<file path="config.mk">
export PLATFORM = sky130hd
export DESIGN_NAME = toxic_fetch_flat
export DESIGN_NICKNAME = d
export VERILOG_FILES = /design/src/rtl/toxic_fetch_pkg.sv /design/src/rtl/toxic_fetch_if.sv /design/src/rtl/toxic_fetch_buf.sv /design/src/rtl/toxic_fetch.sv /design/src/flat_wrapper.sv
export SDC_FILE = /design/constraint.sdc
export NUM_CORES = 1
export LEC_CHECK = 0
export CORE_MARGIN = 2
export CORE_UTILIZATION = 41
export DETAILED_ROUTE_END_ITERATION = 8
export PLACE_DENSITY = 0.6
export SETUP_SLACK_MARGIN = 0.1
export SYNTH_ARGS = -nofsm -noshare
export SYNTH_HDL_FRONTEND = slang
export SYNTH_SLANG_ARGS = --single-unit
</file>
<file path="constraint.sdc">
create_clock -name clk -period 6.85 [get_ports clk]
set_input_delay 1.7125 -clock clk [delete_from_list [all_inputs] [get_ports clk]]
set_output_delay 1.7125 -clock clk [all_outputs]
set_load 0.02 [all_outputs]
</file>
<file path="src/rtl/toxic_fetch_pkg.sv">
// toxic_pkg: shared types and constants for the fetch stage.
//   DEF_PC_W / DEF_INSTR_W : default address and instruction widths
//   FETCH_DEPTH            : instruction buffer depth (buffered + in flight)
//   pc_t, instr_t          : address / instruction words
//   fetch_entry_t          : one buffered fetch result {pc, instr}
//   ptr_inc                : modulo-FETCH_DEPTH pointer increment
package toxic_pkg;

    localparam int DEF_PC_W    = 8;
    localparam int DEF_INSTR_W = 8;
    localparam int FETCH_DEPTH = 3;

    typedef logic [DEF_INSTR_W-1:0] instr_t;
    typedef logic [DEF_PC_W-1:0]    pc_t;

    typedef struct packed {
        pc_t    pc;
        instr_t instr;
    } fetch_entry_t;

    // Pointers run 0..FETCH_DEPTH-1; the depth is not a power of two so
    // the wrap has to be explicit.
    function automatic logic [1:0] ptr_inc(input logic [1:0] p);
        return (p == 2'(FETCH_DEPTH - 1)) ? 2'd0 : p + 2'd1;
    endfunction

endpackage

</file>
<file path="src/rtl/toxic_fetch_if.sv">
// toxic_fetch_if: bundles the fetch stage's memory, redirect and
// core-facing handshake signals.
//   imem_req_valid/imem_addr : read request to instruction memory
//   imem_rdata               : read data, one cycle after the request
//   redirect_valid/pc        : PC change requested by the core
//   out_valid/ready/instr/pc : instruction handshake towards the core
// modport master: the fetch stage.  modport slave: memory + core side.
interface toxic_fetch_if #(
    parameter int PC_W    = 8,
    parameter int INSTR_W = 8
);
    logic               imem_req_valid;
    logic [PC_W-1:0]    imem_addr;
    logic [INSTR_W-1:0] imem_rdata;
    logic               redirect_valid;
    logic [PC_W-1:0]    redirect_pc;
    logic               out_valid;
    logic               out_ready;
    logic [INSTR_W-1:0] out_instr;
    logic [PC_W-1:0]    out_pc;

    modport master (
        output imem_req_valid, imem_addr, out_valid, out_instr, out_pc,
        input  imem_rdata, redirect_valid, redirect_pc, out_ready
    );

    modport slave (
        input  imem_req_valid, imem_addr, out_valid, out_instr, out_pc,
        output imem_rdata, redirect_valid, redirect_pc, out_ready
    );
endinterface

</file>
<file path="src/rtl/toxic_fetch_buf.sv">
// toxic_fetch_buf: 3-entry synchronous FIFO of fetch_entry_t.
//   clk, rst : clock, synchronous active-high reset
//   push/din : write din at the tail
//   pop      : drop the head (ignored when empty)
//   flush    : empty the FIFO at the edge; wins over push
//   count    : current occupancy 0..3
//   head     : oldest entry, reads as zero when empty
module toxic_fetch_buf
    import toxic_pkg::*;
(
    input  logic         clk,
    input  logic         rst,
    input  logic         push,
    input  logic         pop,
    input  logic         flush,
    input  fetch_entry_t din,
    output logic [1:0]   count,
    output fetch_entry_t head
);

    fetch_entry_t mem [FETCH_DEPTH];
    logic [1:0]   rd_ptr;
    logic [1:0]   wr_ptr;
    logic         do_pop;
    logic         do_push;

    assign do_pop  = pop && (count != 2'd0);
    // A push into a full FIFO is only accepted when a pop frees a slot in
    // the same cycle.
    assign do_push = push && ((count != 2'(FETCH_DEPTH)) || do_pop);

    always_ff @(posedge clk) begin
        if (rst || flush) begin
            rd_ptr <= 2'd0;
            wr_ptr <= 2'd0;
            count  <= 2'd0;
        end else begin
            if (do_pop)  rd_ptr <= ptr_inc(rd_ptr);
            if (do_push) wr_ptr <= ptr_inc(wr_ptr);
            case ({do_push, do_pop})
                2'b10:   count <= count + 2'd1;
                2'b01:   count <= count - 2'd1;
                default: count <= count;
            endcase
        end
    end

    // Storage needs no reset: the head is masked whenever count is zero.
    always_ff @(posedge clk) begin
        if (do_push && !flush && !rst) mem[wr_ptr] <= din;
    end

    assign head = (count == 2'd0) ? '0 : mem[rd_ptr];

endmodule

</file>
<file path="src/rtl/toxic_fetch.sv">
// toxic_fetch: instruction fetch stage in front of toxic_core.
// Owns the PC, issues one-cycle-latency reads to instruction memory,
// buffers up to three results and presents them to the core over a
// valid/ready handshake. Core redirects flush everything in flight.
//   clk, rst : clock, synchronous active-high reset
//   bus      : toxic_fetch_if.master (memory request/response, redirect,
//              core handshake)
module toxic_fetch
    import toxic_pkg::*;
#(
    parameter int              PC_W     = DEF_PC_W,
    parameter int              INSTR_W  = DEF_INSTR_W,
    parameter logic [PC_W-1:0] RESET_PC = '0
) (
    input  logic          clk,
    input  logic          rst,
    toxic_fetch_if.master bus
);

    logic [PC_W-1:0] pc_q;
    logic            inflight_q;
    logic [PC_W-1:0] inflight_pc_q;

    logic [1:0]      count;
    fetch_entry_t    head;
    fetch_entry_t    push_entry;
    logic [2:0]      pending;
    logic            issue;
    logic            push;
    logic            pop;
    logic            out_valid;

    // Occupancy counts the outstanding request too, so a response always
    // finds a free slot. Only registered state feeds this (no out_ready
    // path): a pop frees issue capacity one cycle later.
    assign pending = {1'b0, count} + {2'b00, inflight_q};
    assign issue   = !rst && !bus.redirect_valid && (pending < 3'(FETCH_DEPTH));

    // A response landing in a redirect cycle is stale and dropped.
    assign push       = inflight_q && !bus.redirect_valid;
    assign push_entry = '{pc: inflight_pc_q, instr: bus.imem_rdata};

    assign out_valid = !rst && (count != 2'd0);
    assign pop       = out_valid && bus.out_ready;

    toxic_fetch_buf u_buf (
        .clk   (clk),
        .rst   (rst),
        .push  (push),
        .pop   (pop),
        .flush (bus.redirect_valid),
        .din   (push_entry),
        .count (count),
        .head  (head)
    );

    always_ff @(posedge clk) begin
        if (rst) begin
            pc_q          <= RESET_PC;
            inflight_q    <= 1'b0;
            inflight_pc_q <= '0;
        end else if (bus.redirect_valid) begin
            pc_q       <= bus.redirect_pc;
            inflight_q <= 1'b0;
        end else begin
            inflight_q <= issue;
            if (issue) begin
                pc_q          <= pc_q + PC_W'(1);
                inflight_pc_q <= pc_q;
            end
        end
    end

    // While rst is high the outputs show reset values even though the
    // registers only clear at the next edge.
    assign bus.imem_req_valid = issue;
    assign bus.imem_addr      = rst ? RESET_PC : pc_q;
    assign bus.out_valid      = out_valid;
    assign bus.out_pc         = rst ? '0 : head.pc;
    assign bus.out_instr      = rst ? '0 : head.instr;

endmodule

</file>
<file path="src/flat_wrapper.sv">
// flat-port wrapper written by rule: the top's interface ports become plain ports
module toxic_fetch_flat import toxic_pkg::*;
#(
    parameter int              PC_W     = DEF_PC_W,
    parameter int              INSTR_W  = DEF_INSTR_W,
    parameter logic [PC_W-1:0] RESET_PC = '0
)
  (clk, rst, bus_imem_req_valid, bus_imem_addr, bus_out_valid, bus_out_instr, bus_out_pc, bus_imem_rdata, bus_redirect_valid, bus_redirect_pc, bus_out_ready);
  toxic_fetch_if #(.PC_W(PC_W), .INSTR_W(INSTR_W)) bus_i ();
  input  logic clk;
  input  logic rst;
  output wire logic [$bits(bus_i.imem_req_valid)-1:0] bus_imem_req_valid;
  output wire logic [$bits(bus_i.imem_addr)-1:0] bus_imem_addr;
  output wire logic [$bits(bus_i.out_valid)-1:0] bus_out_valid;
  output wire logic [$bits(bus_i.out_instr)-1:0] bus_out_instr;
  output wire logic [$bits(bus_i.out_pc)-1:0] bus_out_pc;
  input wire logic [$bits(bus_i.imem_rdata)-1:0] bus_imem_rdata;
  input wire logic [$bits(bus_i.redirect_valid)-1:0] bus_redirect_valid;
  input wire logic [$bits(bus_i.redirect_pc)-1:0] bus_redirect_pc;
  input wire logic [$bits(bus_i.out_ready)-1:0] bus_out_ready;
  assign bus_imem_req_valid = bus_i.imem_req_valid;
  assign bus_imem_addr = bus_i.imem_addr;
  assign bus_out_valid = bus_i.out_valid;
  assign bus_out_instr = bus_i.out_instr;
  assign bus_out_pc = bus_i.out_pc;
  assign bus_i.imem_rdata = bus_imem_rdata;
  assign bus_i.redirect_valid = bus_redirect_valid;
  assign bus_i.redirect_pc = bus_redirect_pc;
  assign bus_i.out_ready = bus_out_ready;
  toxic_fetch #(.PC_W(PC_W), .INSTR_W(INSTR_W), .RESET_PC(RESET_PC)) u_core (.clk(clk), .rst(rst), .bus(bus_i));
endmodule
</file>
==> out/results.tsv <==
metric	value	unit
synthesized area per cell	12.7	um^2
RSZ-0062 raised after global routing	false	
met2 Use GR	22.9	%
DIE AREA	8200	um^2
yosys warns	0	
Syn-to-layout area delta	25.8	%
commonest non-fill, non-tap cells in the layout	edfxtp_1, clkdlybuf4s50_1, nor2_1	
Avg WL per Cell	14.7	um
Pleak	1.32	nW
htree depth	3	
first-pass GRT wire length	9700	um
share of cells above drive strength 1	13.1	%
CP most frequent cell	clkdlybuf4s50_1	
critical path fanouts, max	13	
cell row count	31	
Slew Limit Fails	0	
register bit total from synthesis	73	
layer with the highest usage	met2	
PortBufs	45	
Post-DP HPWL	3690	um
most common cell after layout, fill and taps aside	edfxtp_1	
Nets	316	
crit share post-route	77.2	%
Power Density	232	nW/um^2
Place WS	1520	ps
Gates resized, CTS repair	0	
root buf cell	clkbuf_8	
critical path's slowest cell	clkdlybuf4s50_1	
routing usage on met1	20.2	%
Worst Tran Pin Value	1010	ps
final non-filler cell total	396	
area leader, netlist	edfxtp_1	
Detailed Route WL	5820	um
Synth area leaders	edfxtp_1, dfxtp_1, mux2i_1	
io pins	46	
Synthesized Nets	266	
Worst Skew	10.3	ps
endpoints failing setup	0	
Die Span Y	90.6	um
post-synthesis sequential area ratio	63.2	%
First-pass DRT Iterations	4	
Hold Vio Cnt, Final	0	
CTS Buf Count	9	
Min Clock Period, post-route	5290	ps
CP Launch Type	input pin	
fmax	189	MHz
crit-path cells	clkdlybuf4s50_1 -> a2111oi_2 -> clkdlybuf4s50_1	
Top delay family on crit path	buffers and inverters	
DRT antenna net count	0	
Antenna Cells	0	
critical path type	in -> out	
average vias per placed instance	5.05	
postcts setup bufs	0	
run status	complete, no violations	
Synth top area share	46.9	%
routed via count	2000	
Worst-path clk slew	70	ps
clk buf depth	2	
WP buf/inv	2	
GRT Overall Usage	15.2	%
# hold bufs at CTS	0	
number of remaining DRC errors	0	
reg2reg setup slack	4690	ps
crit path DAT	3580	ps
later-pin clock latency in the skew report	340	ps
TritonCTS clock tree	done	
CP required	5140	ps
initial antenna violation count	0	
Cells after DPL	380	
setup TNS	0	ps
GRT met3 Usage	4.17	%
Clock Sinks	73	
Synth Cell Area	3070	um^2
vias in the first global route	1964	
Slew Limit Headroom	32.4	%
MaxCap Viol Count	0	
largest net degree at the start of global routing	22	
Initial Util	42.4	%
Max IR drop VDD	0.103	mV
Worst Hold Class	reg -> reg	
drt initial violations	116	
CORE AREA	7250	um^2
Core Util, Final	53.3	%
worst setup margin	1560	ps
die width	90.6	um
GRT Residual Overflow	0	
Crit. End Element	primary output	
Distinct cells, synth	34	
Synth Instances	242	
Final GP Congestion	0.774	
slowest stage delay, CP	700	ps
worst paths after layout:
check,start,end,cells after the start
setup reg to reg,u_core.u_buf.count[0]$_SDFFE_PP0P_,u_core.inflight_pc_q[1]$_SDFFE_PP0P_,6
setup / recovery,rst,bus_imem_req_valid,3
hold reg to reg,u_core.inflight_pc_q[7]$_SDFFE_PP0P_,u_core.u_buf.mem[2][15]$_DFFE_PP_,0
hold / removal,u_core.inflight_pc_q[7]$_SDFFE_PP0P_,u_core.u_buf.mem[2][15]$_DFFE_PP_,0
where the power goes:
| group | leakage (nW) | total [mW] | switching [mW] | internal (mW) |
|---|---|---|---|---|
| clock | 0.108 | 0.356 | 0.152 | 0.203 |
| sequential | 0.644 | 0.485 | 0.00934 | 0.476 |
| combinational | 0.565 | 0.0562 | 0.0271 | 0.0291 |
| total | 1.32 | 0.897 | 0.189 | 0.708 |
area by class of cell:
type / count / area [um^2]
flip-flops and latches: 73 / 1940
clock inverters: 6 / 82.6
clock buffers: 10 / 128
fillers: 656 / 3390
well taps: 99 / 124
repair buffers: 51 / 495
multi-input cells: 151 / 1070
inverters: 6 / 22.5
registers in the layout, summed over array words and instances, names as in the netlist, named ones only:
name and count:
u_core.u_buf.mem 48, u_core.inflight_pc_q 8, u_core.pc_q 8, u_core.u_buf.count 2, u_core.u_buf.rd_ptr 2, u_core.u_buf.wr_ptr 2, u_core.inflight_q 1
cells in the mapped netlist (all sizes together):
cell,count
edfxtp,48
nor2,38
mux2i,26
dfxtp,25
mux2,16
nand2,9
clkbuf,8
nor2b,8
inv,6
o21ai,6
a21oi,5
a311oi,5
nand3,5
or3,5
buf,4
ha,4
or4,3
a2111oi,2
a21o,2
o211ai,2
o31ai,2
xnor2,2
a211oi,1
a31oi,1
and3,1
and3b,1
nand4,1
nand4b,1
nor4b,1
o21bai,1
o311a,1
or2,1
xor2,1
per-layer routing:
layer / vias to the layer above / share of wire (%)
met5: - / 0
met2: 51 / 44
met3: 7 / 4.6
met1: 953 / 50
met4: 0 / 1.4
li1: 989 / -
stage by stage:
stage	hold slack (ps)	total power, mW	cell area (um^2)
after detailed placement	472	0.551	3660
final	487	0.897	3870
after floorplan	442	0.522	3070
after CTS	486	0.905	3870
after global routing	515	0.935	3870
after global placement	465	0.551	3660
worst reg2reg max path, delay by kind of cell (launching register included):
family	cells	cell delay (ps)
buf+inv	1	290
compound gates	1	560
mux	1	220
flops	1	370
fa+ha+maj	2	560
simple gates	1	50
cell families (layout without fill, tap and decap cells):
kind of cell | count (synthesis) | after routing | synth area share (%)
buffers and inverters | 18 | 73 | 2.32
flip-flops | 73 | 73 | 63.2
multiplexers | 42 | 42 | 14.3
XOR/XNOR | 3 | 3 | 0.855
AO/OA/AOI/OAI | 28 | 28 | 6.27
adder cells (fa/ha/maj) | 4 | 4 | 1.63
AND/OR/NAND/NOR | 74 | 74 | 11.4
No activity file was read; power rests on OpenSTA's default activity.
